<file path="config.mk">
export PLATFORM = sky130hd
export DESIGN_NAME = rtl_subtractor_serial
export DESIGN_NICKNAME = d
export VERILOG_FILES = /design/src/rtl/rtl_subtractor_pkg.sv /design/src/rtl/rtl_sub_digit.sv /design/src/rtl/rtl_subtractor_serial.sv
export SDC_FILE = /design/constraint.sdc
export NUM_CORES = 1
export LEC_CHECK = 0
export ABC_CLOCK_PERIOD_IN_PS = 5450
export CAP_MARGIN = 20
export CELL_PAD_IN_SITES_DETAIL_PLACEMENT = 1
export CELL_PAD_IN_SITES_GLOBAL_PLACEMENT = 1
export CORE_ASPECT_RATIO = 0.6
export CORE_MARGIN = 1.5
export CORE_UTILIZATION = 44
export CTS_CLUSTER_DIAMETER = 30
export DETAILED_ROUTE_END_ITERATION = 7
export PLACE_DENSITY_LB_ADDON = 0.1
export REMOVE_ABC_BUFFERS = 1
export SLEW_MARGIN = 20
export SYNTH_ARGS = -nofsm -noshare
export SYNTH_HDL_FRONTEND = slang
export SYNTH_SLANG_ARGS = --single-unit
</file>
<file path="constraint.sdc">
create_clock -name clk -period 5.45 [get_ports clk]
set_input_delay 1.09 -clock clk [delete_from_list [all_inputs] [get_ports clk]]
set_output_delay 1.09 -clock clk [all_outputs]
set_load 0.005 [all_outputs]
</file>
<file path="src/rtl/rtl_subtractor_pkg.sv">
// Shared types and constants for the digit-serial subtractor.
package rtl_subtractor_pkg;

    localparam int unsigned DEFAULT_WIDTH   = 32;
    localparam int unsigned DEFAULT_DIGIT_W = 8;

    typedef enum logic [1:0] {
        IDLE,
        RUN,
        DONE
    } state_t;

    function automatic int unsigned num_digits(input int unsigned width,
                                               input int unsigned digit_w);
        return width / digit_w;
    endfunction

endpackage

</file>
<file path="src/rtl/rtl_sub_digit.sv">
// One DIGIT_W-bit subtract slice: d = x - y - bin, bout = borrow out.
module rtl_sub_digit #(
    parameter int unsigned DIGIT_W = 8
) (
    input  logic [DIGIT_W-1:0] x,
    input  logic [DIGIT_W-1:0] y,
    input  logic               bin,
    output logic [DIGIT_W-1:0] d,
    output logic               bout
);

    // The extra top bit of the widened difference is exactly the borrow.
    assign {bout, d} = {1'b0, x} - {1'b0, y} - {{DIGIT_W{1'b0}}, bin};

endmodule

</file>
<file path="src/rtl/rtl_subtractor_serial.sv">
// Digit-serial subtractor with valid/ready handshakes; one digit per RUN cycle.
// Define RTL_SUBTRACTOR_OVF_EN to add the signed-overflow output ovf.
module rtl_subtractor_serial
    import rtl_subtractor_pkg::*;
#(
    parameter int unsigned WIDTH   = DEFAULT_WIDTH,
    parameter int unsigned DIGIT_W = DEFAULT_DIGIT_W
) (
    input  logic             clk,
    input  logic             rst,
    input  logic             in_valid,
    output logic             in_ready,
    input  logic [WIDTH-1:0] a,
    input  logic [WIDTH-1:0] b,
    output logic             out_valid,
    input  logic             out_ready,
    output logic [WIDTH-1:0] diff,
`ifdef RTL_SUBTRACTOR_OVF_EN
    output logic             ovf,
`endif
    output logic             bo
);

    localparam int unsigned N     = num_digits(WIDTH, DIGIT_W);
    localparam int unsigned CNT_W = (N > 1) ? $clog2(N) : 1;
    localparam logic [CNT_W-1:0] LAST = CNT_W'(N - 1);

    if ((WIDTH % DIGIT_W) != 0 || DIGIT_W == 0) begin : g_width_check
        $error("WIDTH must be a nonzero multiple of DIGIT_W");
    end

    state_t             state;
    logic [WIDTH-1:0]   a_q;
    logic [WIDTH-1:0]   b_q;
    logic               borrow;
    logic [CNT_W-1:0]   cnt;
    logic [DIGIT_W-1:0] x;
    logic [DIGIT_W-1:0] y;
    logic [DIGIT_W-1:0] d;
    logic               bout;

    assign x = a_q[cnt*DIGIT_W +: DIGIT_W];
    assign y = b_q[cnt*DIGIT_W +: DIGIT_W];

    rtl_sub_digit #(
        .DIGIT_W(DIGIT_W)
    ) u_digit (
        .x   (x),
        .y   (y),
        .bin (borrow),
        .d   (d),
        .bout(bout)
    );

    always_ff @(posedge clk or posedge rst) begin
        if (rst) begin
            state     <= IDLE;
            in_ready  <= 1'b1;
            out_valid <= 1'b0;
            a_q       <= '0;
            b_q       <= '0;
            borrow    <= 1'b0;
            cnt       <= '0;
            diff      <= '0;
            bo        <= 1'b0;
`ifdef RTL_SUBTRACTOR_OVF_EN
            ovf       <= 1'b0;
`endif
        end else begin
            unique case (state)
                IDLE: begin
                    if (in_valid) begin
                        a_q      <= a;
                        b_q      <= b;
                        borrow   <= 1'b0;
                        cnt      <= '0;
                        diff     <= '0;
                        bo       <= 1'b0;
`ifdef RTL_SUBTRACTOR_OVF_EN
                        ovf      <= 1'b0;
`endif
                        in_ready <= 1'b0;
                        state    <= RUN;
                    end
                end
                RUN: begin
                    diff[cnt*DIGIT_W +: DIGIT_W] <= d;
                    borrow <= bout;
                    if (cnt == LAST) begin
                        bo        <= bout;
`ifdef RTL_SUBTRACTOR_OVF_EN
                        // d's MSB is the final diff MSB on the last digit.
                        ovf       <= (a_q[WIDTH-1] != b_q[WIDTH-1]) &&
                                     (d[DIGIT_W-1] != a_q[WIDTH-1]);
`endif
                        cnt       <= '0;
                        out_valid <= 1'b1;
                        state     <= DONE;
                    end else begin
                        cnt <= cnt + 1'b1;
                    end
                end
                DONE: begin
                    if (out_ready) begin
                        out_valid <= 1'b0;
                        in_ready  <= 1'b1;
                        state     <= IDLE;
                    end
                end
                default: state <= IDLE;
            endcase
        end
    end

endmodule

</file>
==> qor.log <==
[status] result of the run finished clean
[worst_setup_path] dominant cell type by count on the critical path fa_1
[timing] final-report max-slew violation count 0
[worst_setup_path] cells along the critical path mux4_2, inv_1, fa_1, fa_1, nand2b_1, a31o_2, a211oi_1, o21bai_1, xor2_1, o21ai_0
[detailed_routing] via-per-instance ratio 5.37
[floorplanning] Std-Cell Rows 29
[timing] hold slack 491 ps
[grt] global routing usage on met2 33.6%
[timing] final worst setup slack 1850 ps
[timing] slew at the pin closest to its max-slew limit 992 ps
[grt] met1 usage in global routing 29.9%
[grt] vias in the first global route 3540
[logic_synthesis] area fraction of the dominant cell type after synthesis 53.4%
[worst_setup_path] Crit Path Max Fanout 20
[layout] area overhead of the layout relative to synthesis 29.1%
[logic_synthesis] Synth async-reset ratio 100%
[timing] final hold violations 0
[worst_setup_path] worst r2r path cells 10
[logic_synthesis] post-synthesis cell count 351
[logic_synthesis] post-synthesis cell type with the largest combined area dfrtp_1
[floorplanning] Total Die Area 0.0116 mm^2
[worst_setup_path] element type at the critical path end register
[job] number of max-cap violations 0
[detailed_routing] average routed wire per standard cell 19.0 um
[worst_setup_path] CP max stage cell dfrtp_1
[clock_tree] number of post-CTS setup repair buffers 0
[clock_tree] root buffer cell clkbuf_16
[clock_tree] post_cts resized 0
[logic_synthesis] total standard cell area after synthesis 0.00483 mm^2
[grt] routing usage on met3 5.25%
[clock_tree] worst skew pair latency 350 ps
[timing] final setup violating endpoints 0
[pwr] pwr dens 760 mW/mm^2
[floorplanning] # IOs 103
[detailed_routing] first-iteration detailed-routing DRC count 135
[logic_synthesis] predominant post-synthesis flop cell dfrtp_1
[detailed_routing] DRT Wirelength 11.4 mm
[timing] min cycle time layout 3600 ps
[placement] RD Place Congestion 0.804
[grt] maximum number of pins on one net before global-route repair 73
[logic_synthesis] total of warnings raised by yosys 0
[placement] worst setup slack before clock tree synthesis 1810 ps
[detailed_routing] residual antenna-violating net count after detailed routing 0
[logic_synthesis] Cell variety after synth 36
[placement] post-DP HPWL 8.25 mm
[timing] relative slew slack 33.9%
[grt] number of antenna violations at the first check in global routing 0
[pwr] standby leakage power 2.69 nW
[grt] total global-route track usage 21.3%
[floorplanning] core region area 0.0106 mm^2
[timing] total negative setup slack 0 ps
[layout] Post-layout nets 539
[layout] count of antenna diodes in the layout 0
[clock_tree] cts hold-fix bufs 0
[grt] layer with the highest usage met2
[detailed_routing] total vias in the final route 3205
[detailed_routing] total iterations of the first detailed-routing run 4
[logic_synthesis] leading cell type by number of instances after synthesis dfrtp_1
[timing] portion of the clock cycle consumed by the worst path in the final layout 66.1%
[logic_synthesis] number of synthesized flops with an enable pin 0
[worst_setup_path] CP bufs+invs 1
[worst_setup_path] stages on the worst setup path 10
[worst_setup_path] crit-path max cell delay 1000 ps
[placement] count of input and output buffers 102
[hold_path] HP Class register to register
[pwr] IR Drop Worst-Case VDD 0.514 mV
[logic_synthesis] synthesized flop and latch total 104
[floorplanning] initial core utilization 45.4%
[layout] share of layout cells above drive strength 1 23.4%
[clock_tree] CTS Buf Count 9
[clock_tree] total number of clock tree sinks 104
[clock_tree] Clk pin slew, worst setup/hold paths 70 ps
[logic_synthesis] average instance area after synthesis 13.8 um^2
[detailed_routing] # DRC 0
[worst_setup_path] data required time of the worst path 5670 ps
[logic_synthesis] Commonest cells post-synth 103 x dfrtp_1, 64 x mux2_2, 28 x a22o_1, 27 x inv_1, 27 x nand2_1
[hold_path] number of stages on the worst hold path 2
[timing] setup repair after global routing missed its margin false
[floorplanning] die span in x 138 um
[floorplanning] y dimension of the die 84.2 um
[clock_tree] TritonCTS clock tree built
[worst_setup_path] critical path type register to register
[clock_tree] Bufs on Longest Clock Path 2
[grt] first-pass GRT wire length 19.3 mm
[worst_setup_path] Top Family by Delay on Critical Path flip-flops
[logic_synthesis] top cells by area in the synthesized netlist dfrtp_1 53%, mux2_2 15%, mux4_2 7.5%
[grt] GRT overflow 0
[timing] largest clock skew in the final design 6.54 ps
[logic_synthesis] sequential element share of the synthesized area 53.9%
[timing] max frequency 0.277 GHz
[clock_tree] level count of the clock H-tree 3
[worst_setup_path] data arrival time of the worst path 3820 ps
[worst_setup_path] kind of launch point of the worst setup path register
[layout] Layout Utilization 58.7%
## state kept, by name, indices dropped and copies added, names as in the netlist
register,flops
a_q,32
diff,32
out_valid,1
bo,1
in_ready,1
state,2
b_q,32
borrow,1
cnt,2
## tightest hold or removal path: stages, from the launching register on
cell and delay, ps:
dfrtp_1 350, nand2_1 50, o21ai_0 60
## worst paths after layout
kind | startpoint | slack, ps | endpoint
max reg2reg | cnt[1] | 1850 | bo
min in group asynchronous | rst | 1260 | diff[13]
max | cnt[1] | 1850 | bo
max in group asynchronous | rst | 3230 | a_q[20]
min reg2reg | diff[5] | 490 | diff[5]
min | diff[5] | 490 | diff[5]
## metrics by stage
stage	total power [mW]	instances	instance area [um^2]
2_1_floorplan	3.28	337	4720
3_3_place_gp	4.00	581	5950
4_1_cts	4.79	597	6240
6_report	4.74	597	6240
3_5_place_dp	4.11	581	5950
5_1_grt	5.12	597	6240
## layout make-up
type | instances | area, um^2
Clock buffer | 11 | 233
Clock inverter | 5 | 56.3
Fill cell | 1037 | 4390
Inverter | 28 | 108
Multi-Input combinational cell | 205 | 2020
Sequential cell | 104 | 2600
Tap cell | 139 | 174
Timing Repair Buffer | 105 | 1040
## cell families after synthesis
| logic type | share of synthesized area (%) |
|---|---|
| DFF | 53.9 |
| muxes | 22.4 |
| AOI/OAI and AO/OA | 8.29 |
| and+or+nand+nor | 4.48 |
| buffers and inverters | 4.38 |
| adders and majority gates | 4.97 |
| xor gates and xnor gates | 1.58 |
## power by group
part           switching [mW]  total (mW)  internal [mW]
sequential              0.248        1.36           1.11
clock                   0.285       0.642          0.357
combinational            1.43        2.74           1.31
## placed cells by master, fill, tap and decap left out, types with 9 or more instances in the layout
master / Yosys / routed
a22o_1: 28 / 28
clkbuf_16: 0 / 9
clkdlybuf4s50_1: 0 / 102
dfrtp_1: 103 / 103
ha_1: 16 / 16
inv_1: 27 / 26
mux2_2: 64 / 64
mux4_2: 16 / 16
nand2_1: 27 / 27
## routing by layer
metal	vias to the layer above	wire, um
li1	1457	-
met4	0	120
met1	1662	5640
met2	73	5130
met3	13	477
met5	-	0
Note: power is estimated with default switching activity, not from simulation.
==> edit 1, RTL diff (config.mk and constraints unchanged) <==
Encoding of `state_t`: now one-hot (3 bits for 3 states).
--- a/src/rtl/rtl_subtractor_pkg.sv
+++ b/src/rtl/rtl_subtractor_pkg.sv
@@ -5,8 +5,8 @@
     localparam int unsigned DEFAULT_DIGIT_W = 8;
 
-    typedef enum logic [1:0] {
-        IDLE,
-        RUN,
-        DONE
+    typedef enum logic [2:0] {
+        IDLE = 3'b001,
+        RUN  = 3'b010,
+        DONE = 3'b100
     } state_t;
 
Function: no difference found for any inputs over 10 cycles, from zero or initial values and one cycle with rst high; not proved beyond that.
==> edit 1 against the unedited design <==
The run now ends with design-rule violations left. Power decreased by 11%. Synthesized area increased by 1.9%. Synthesized cell count increased by 4.3%. First-iteration DRC count increased by 20%. Die area increased by 1.9%. Via count increased by 5.7%. Sequential cell count increased by 1. Highest routed layer unchanged. Setup slack got worse by 400 ps. Wire length increased by 3.8%. Final area increased by 2.0%.
==> edit 1: results (changes against the unedited design) <==
min_path_type: "flop to flop"
ctsRootBufferMaster: "clkbuf_16"
dp_worst_setup_slack_ps: 1430  # -383 ps
ys_warn_count: 0  # unchanged
grt_pass1_wl_um: 19700  # +2.3%
clockBufferDepth: 2  # unchanged
seq_area_frac_synth: 0.534  # -0.00480
outcome: "finished with violations"
track_usage: 0.217  # +0.00382
drt_iter0_drc: 162  # +20%
synthXorXnorAreaFrac: 0.0125  # -0.00335
place_inst: 592  # +1.9%
grt_pass1_vias: 3640  # +2.8%
ctsResizeCount: 0  # unchanged
antenna_found_initial: 0  # unchanged
reg.largest.list: "a_q x32, b_q x32, diff x32"
numCtsBuffers: 9  # unchanged
synthMuxAreaShare: 0.220  # -0.00421
p_leak_nw: 2.67  # -0.63%
skew_ps: 6.41  # -0.128 ps
drc: 2  # +2
antenna_cells: 0  # unchanged
wirelength_um: 11800  # +3.8%
vias: 3387  # +5.7%
crit_fanout: 28  # +40%
crit_arrival_ps: 4210  # +390 ps
gp_congestion: 0.745  # -7.3%
wl_per_cell_um: 19.4  # +1.9%
fin_area_sq_um: 6360  # +2.0%
async_flop_share: 1.00  # unchanged
port_buffers: 102  # unchanged
p_int_mw: 2.48  # -10%
violations: "design-rule violations"
cts_setup_buffers: 0  # unchanged
clk_pin_slew_ps: 70  # about the same
h-tree-depth: 3  # unchanged
clock_latency_ps: 350  # about the same
placed_cell_area_sq_um: 6060  # +1.9%
drive_gt1_frac: 0.226  # -0.00761
synth_fa_ha_area_frac: 0.0539  # +0.00415
fin_nets: 552  # +2.4%
yosys-top-cells-area: "dfrtp_1, mux2_2, mux4_2"
dpl.hpwl_um: 8370  # +1.4%
relSlewSlack: 0.418  # +0.0792
drt_pass1_iterations: 6  # +2
synth.distinct_cells: 39  # +8.3%
fill_cells: 1038  # +0.096%
grt_max_degree: 86  # +18%
synth_common_cells: "dfrtp_1, mux2_2, inv_1"
avgSynthCellArea_sq_um: 13.4  # -2.3%
tns_ps: 0  # unchanged
peakVddDrop_mv: 0.441  # -14%
synth_compound_area_frac: 0.0923  # +0.00937
[edit 1: path summary, 6_finish.rpt]
kind,from,endpoint,slack [ps],cells after the start
max,cnt[0],diff[14],1450,8
min,diff[23],diff[23],490,2
max reg2reg,cnt[0],diff[14],1450,8
min reg2reg,diff[23],diff[23],490,2
max in group asynchronous,rst,b_q[30],3400,3
min in group asynchronous,rst,a_q[4],1270,2
[edit 1: layer usage]
layer	wire length, um	up-vias	track usage
li1	-	1523	-
met1	5960	1772	0.312
met2	5110	75	0.330
met3	575	17	0.0564
met4	147	0	0.0565
met5	0	-	0
[edit 1: final cells by class]
| class | count | area share |
|---|---|---|
| Clock buffer | 10 | 0.0360 |
| Sequential cell | 105 | 0.414 |
| Tap cell | 139 | 0.0273 |
| Multi-Input combinational cell | 217 | 0.332 |
| Clock inverter | 6 | 0.0106 |
| Timing Repair Buffer | 105 | 0.164 |
| Inverter | 26 | 0.0161 |
[edit 1: cells by family (layout without fill, tap and decap cells)]
| logic type | after synthesis | after routing |
|---|---|---|
| adders and majority gates | 20 | 20 |
| DFF | 105 | 105 |
| xor gates and xnor gates | 7 | 7 |
| AOI/OAI and AO/OA | 64 | 64 |
| muxes | 80 | 80 |
| and+or+nand+nor | 46 | 46 |
| buffers and inverters | 44 | 147 |
[edit 1: power by group through the flow]
| stage | clock network (mW) | logic [mW] | registers, mW |
|---|---|---|---|
| final | 0.647 | 2.33 | 1.26 |
| after global routing | 0.691 | 2.60 | 1.31 |
| after CTS | 0.664 | 2.36 | 1.26 |
| after detailed placement | 0 | 2.33 | 1.27 |
| after global placement | 0 | 2.24 | 1.26 |
| after floorplan | 0 | 1.73 | 1.22 |
[edit 1: critical path: stages, from the launching register on]
cell,delay (ps)
dfrtp_2,910
mux4_2,610
fa_1,450
fa_1,440
nand2b_1,200
a2111oi_0,650
nor2_1,130
xnor2_1,300
o21ai_0,160
==> edit 2, RTL diff (config.mk and constraints unchanged) <==
Without the edit above. `DEFAULT_DIGIT_W`: 8 -> 32.
--- a/src/rtl/rtl_subtractor_pkg.sv
+++ b/src/rtl/rtl_subtractor_pkg.sv
@@ -3,5 +3,5 @@
 
     localparam int unsigned DEFAULT_WIDTH   = 32;
-    localparam int unsigned DEFAULT_DIGIT_W = 8;
+    localparam int unsigned DEFAULT_DIGIT_W = 32;
 
     typedef enum logic [1:0] {
Behaviour: not the same (a bounded check fails within 4 cycles, from zero or initial values and one cycle with rst high).
==> edit 2 against the unedited design <==
Sequential cell count fell by 3. Synthesized area rose by 26%. Wire length rose by 40%. Fmax rose by 10%. Global-route usage rose by 1.8 points. Die area rose by 26%. Final area rose by 21%. Setup slack improved by 340 ps. Synthesized cell count rose by 87%.
Power is left out: the tool's default activity adds up to more than one toggle a clock period on the data nets, which glitch-free logic cannot reach.
==> edit 2: results (changes against the unedited design) <==
crit_fanout: 3  # -85%
dr_wl_met2_um: 7320  # +43%
ctsResizeCount: 0  # unchanged
ys_warn_count: 0  # unchanged
grt_pass1_wl_um: 26600  # +38%
grt_use_met1: 0.319  # +0.0195
clock_latency_ps: 350  # about the same
dp_worst_setup_slack_ps: 2290  # +475 ps
ctsRootBufferMaster: "clkbuf_16"
met2_usage: 0.376  # +0.0403
clockBufferDepth: 2  # unchanged
dpl.hpwl_um: 11800  # +43%
wl_met3_um: 558  # +17%
top_layer_used: "met4"
slowest_delay_ps: 570  # -430 ps
grt_max_degree: 72  # -1.4%
min_path_type: "flop to flop"
drive_gt1_frac: 0.0905  # -0.143
track_usage: 0.231  # +0.0185
wl_per_cell_um: 17.2  # -9.9%
drt_iter0_drc: 260  # +93%
via_per_inst: 5.36  # -0.13%
synth_common_cells: "dfrtp_1, inv_1, nand2_1"
slowest_stage: "fa_1"
seq_area_frac_synth: 0.414  # -0.125
reg.largest.list: "a_q x32, b_q x32, diff x32"
cts_setup_buffers: 0  # unchanged
crit_arrival_ps: 3460  # -360 ps
gp_congestion: 0.868  # +8.0%
clk_pin_slew_ps: 70  # about the same
synth.distinct_cells: 62  # +72%
fill_cells: 1558  # +50%
drt_pass1_iterations: 4  # unchanged
synthFlopType: "dfrtp_1"
fin_nets: 878  # +63%
h-tree-depth: 3  # unchanged
yosys-top-cells-area: "dfrtp_1, ha_1, inv_1"
worst_pin_slew_ps: 816  # -176 ps
outcome: "finished, final reports clean"
numCtsBuffers: 9  # unchanged
async_flop_share: 1.00  # unchanged
grt_pass1_vias: 5287  # +49%
grtUsageMet3: 0.0457  # -0.00682
skew_ps: 7.67  # +1.13 ps
crit_family: "compound AO/OA/AOI/OAI gates"
m1WireLength_um: 7810  # +39%
antenna_cells: 0  # unchanged
antenna_found_initial: 0  # unchanged
port_buffers: 102  # unchanged
[edit 2: changes by cell type in the layout (fill, tap and decap cells not counted), moves of 16 or more]
cell / unedited run / this run
inv_1: 26 / 96
nand2_1: 27 / 87
ha_1: 16 / 62
o21ai_0: 8 / 53
mux2_2: 64 / 32
a22o_1: 28 / 0
o22ai_1: 0 / 25
a21oi_1: 8 / 29
mux4_2: 16 / 0
[edit 2: cell families (layout without fill, tap and decap cells)]
kind of cell,Yosys count,count (layout),synth area share
compound gates,156,156,0.158
xor+xnor,29,29,0.0416
fa+ha+maj,64,64,0.134
buf+inv,125,219,0.0797
flops,101,101,0.414
mux,33,33,0.0606
simple gates,149,149,0.112
[edit 2: worst paths after layout]
check / startpoint / endpoint / slack, ps / cells past startpoint
max in group asynchronous: rst / a_q[29] / 3120 / 3
hold reg to reg: b_q[14] / b_q[14] / 510 / 1
hold / removal: b_q[14] / b_q[14] / 510 / 1
setup reg to reg: bo / diff[25] / 2180 / 12
min in group asynchronous: rst / out_valid / 1250 / 2
setup / recovery: bo / diff[25] / 2180 / 12
[edit 2: metrics by stage]
stage / utilization / area [sq um] / hold slack (ps) / setup TNS, ps / cells
floorplan: - / 5980 / 473 / -18080 / 629
finish: 0.557 / 7570 / 515 / 0 / 926
CTS: 0.557 / 7570 / 520 / 0 / 926
global placement: 0.535 / 7270 / 496 / 0 / 910
global route: 0.557 / 7570 / 534 / 0 / 926
detailed placement: 0.535 / 7270 / 501 / 0 / 910
[edit 2: final cells by class]
cell class,instances,share of cell area
tap,175,0.0289
multi-input combinational,431,0.410
clock inverter,5,0.00777
inverter,97,0.0484
clock buffer,11,0.0321
sequential,101,0.334
timing repair buffer,106,0.139
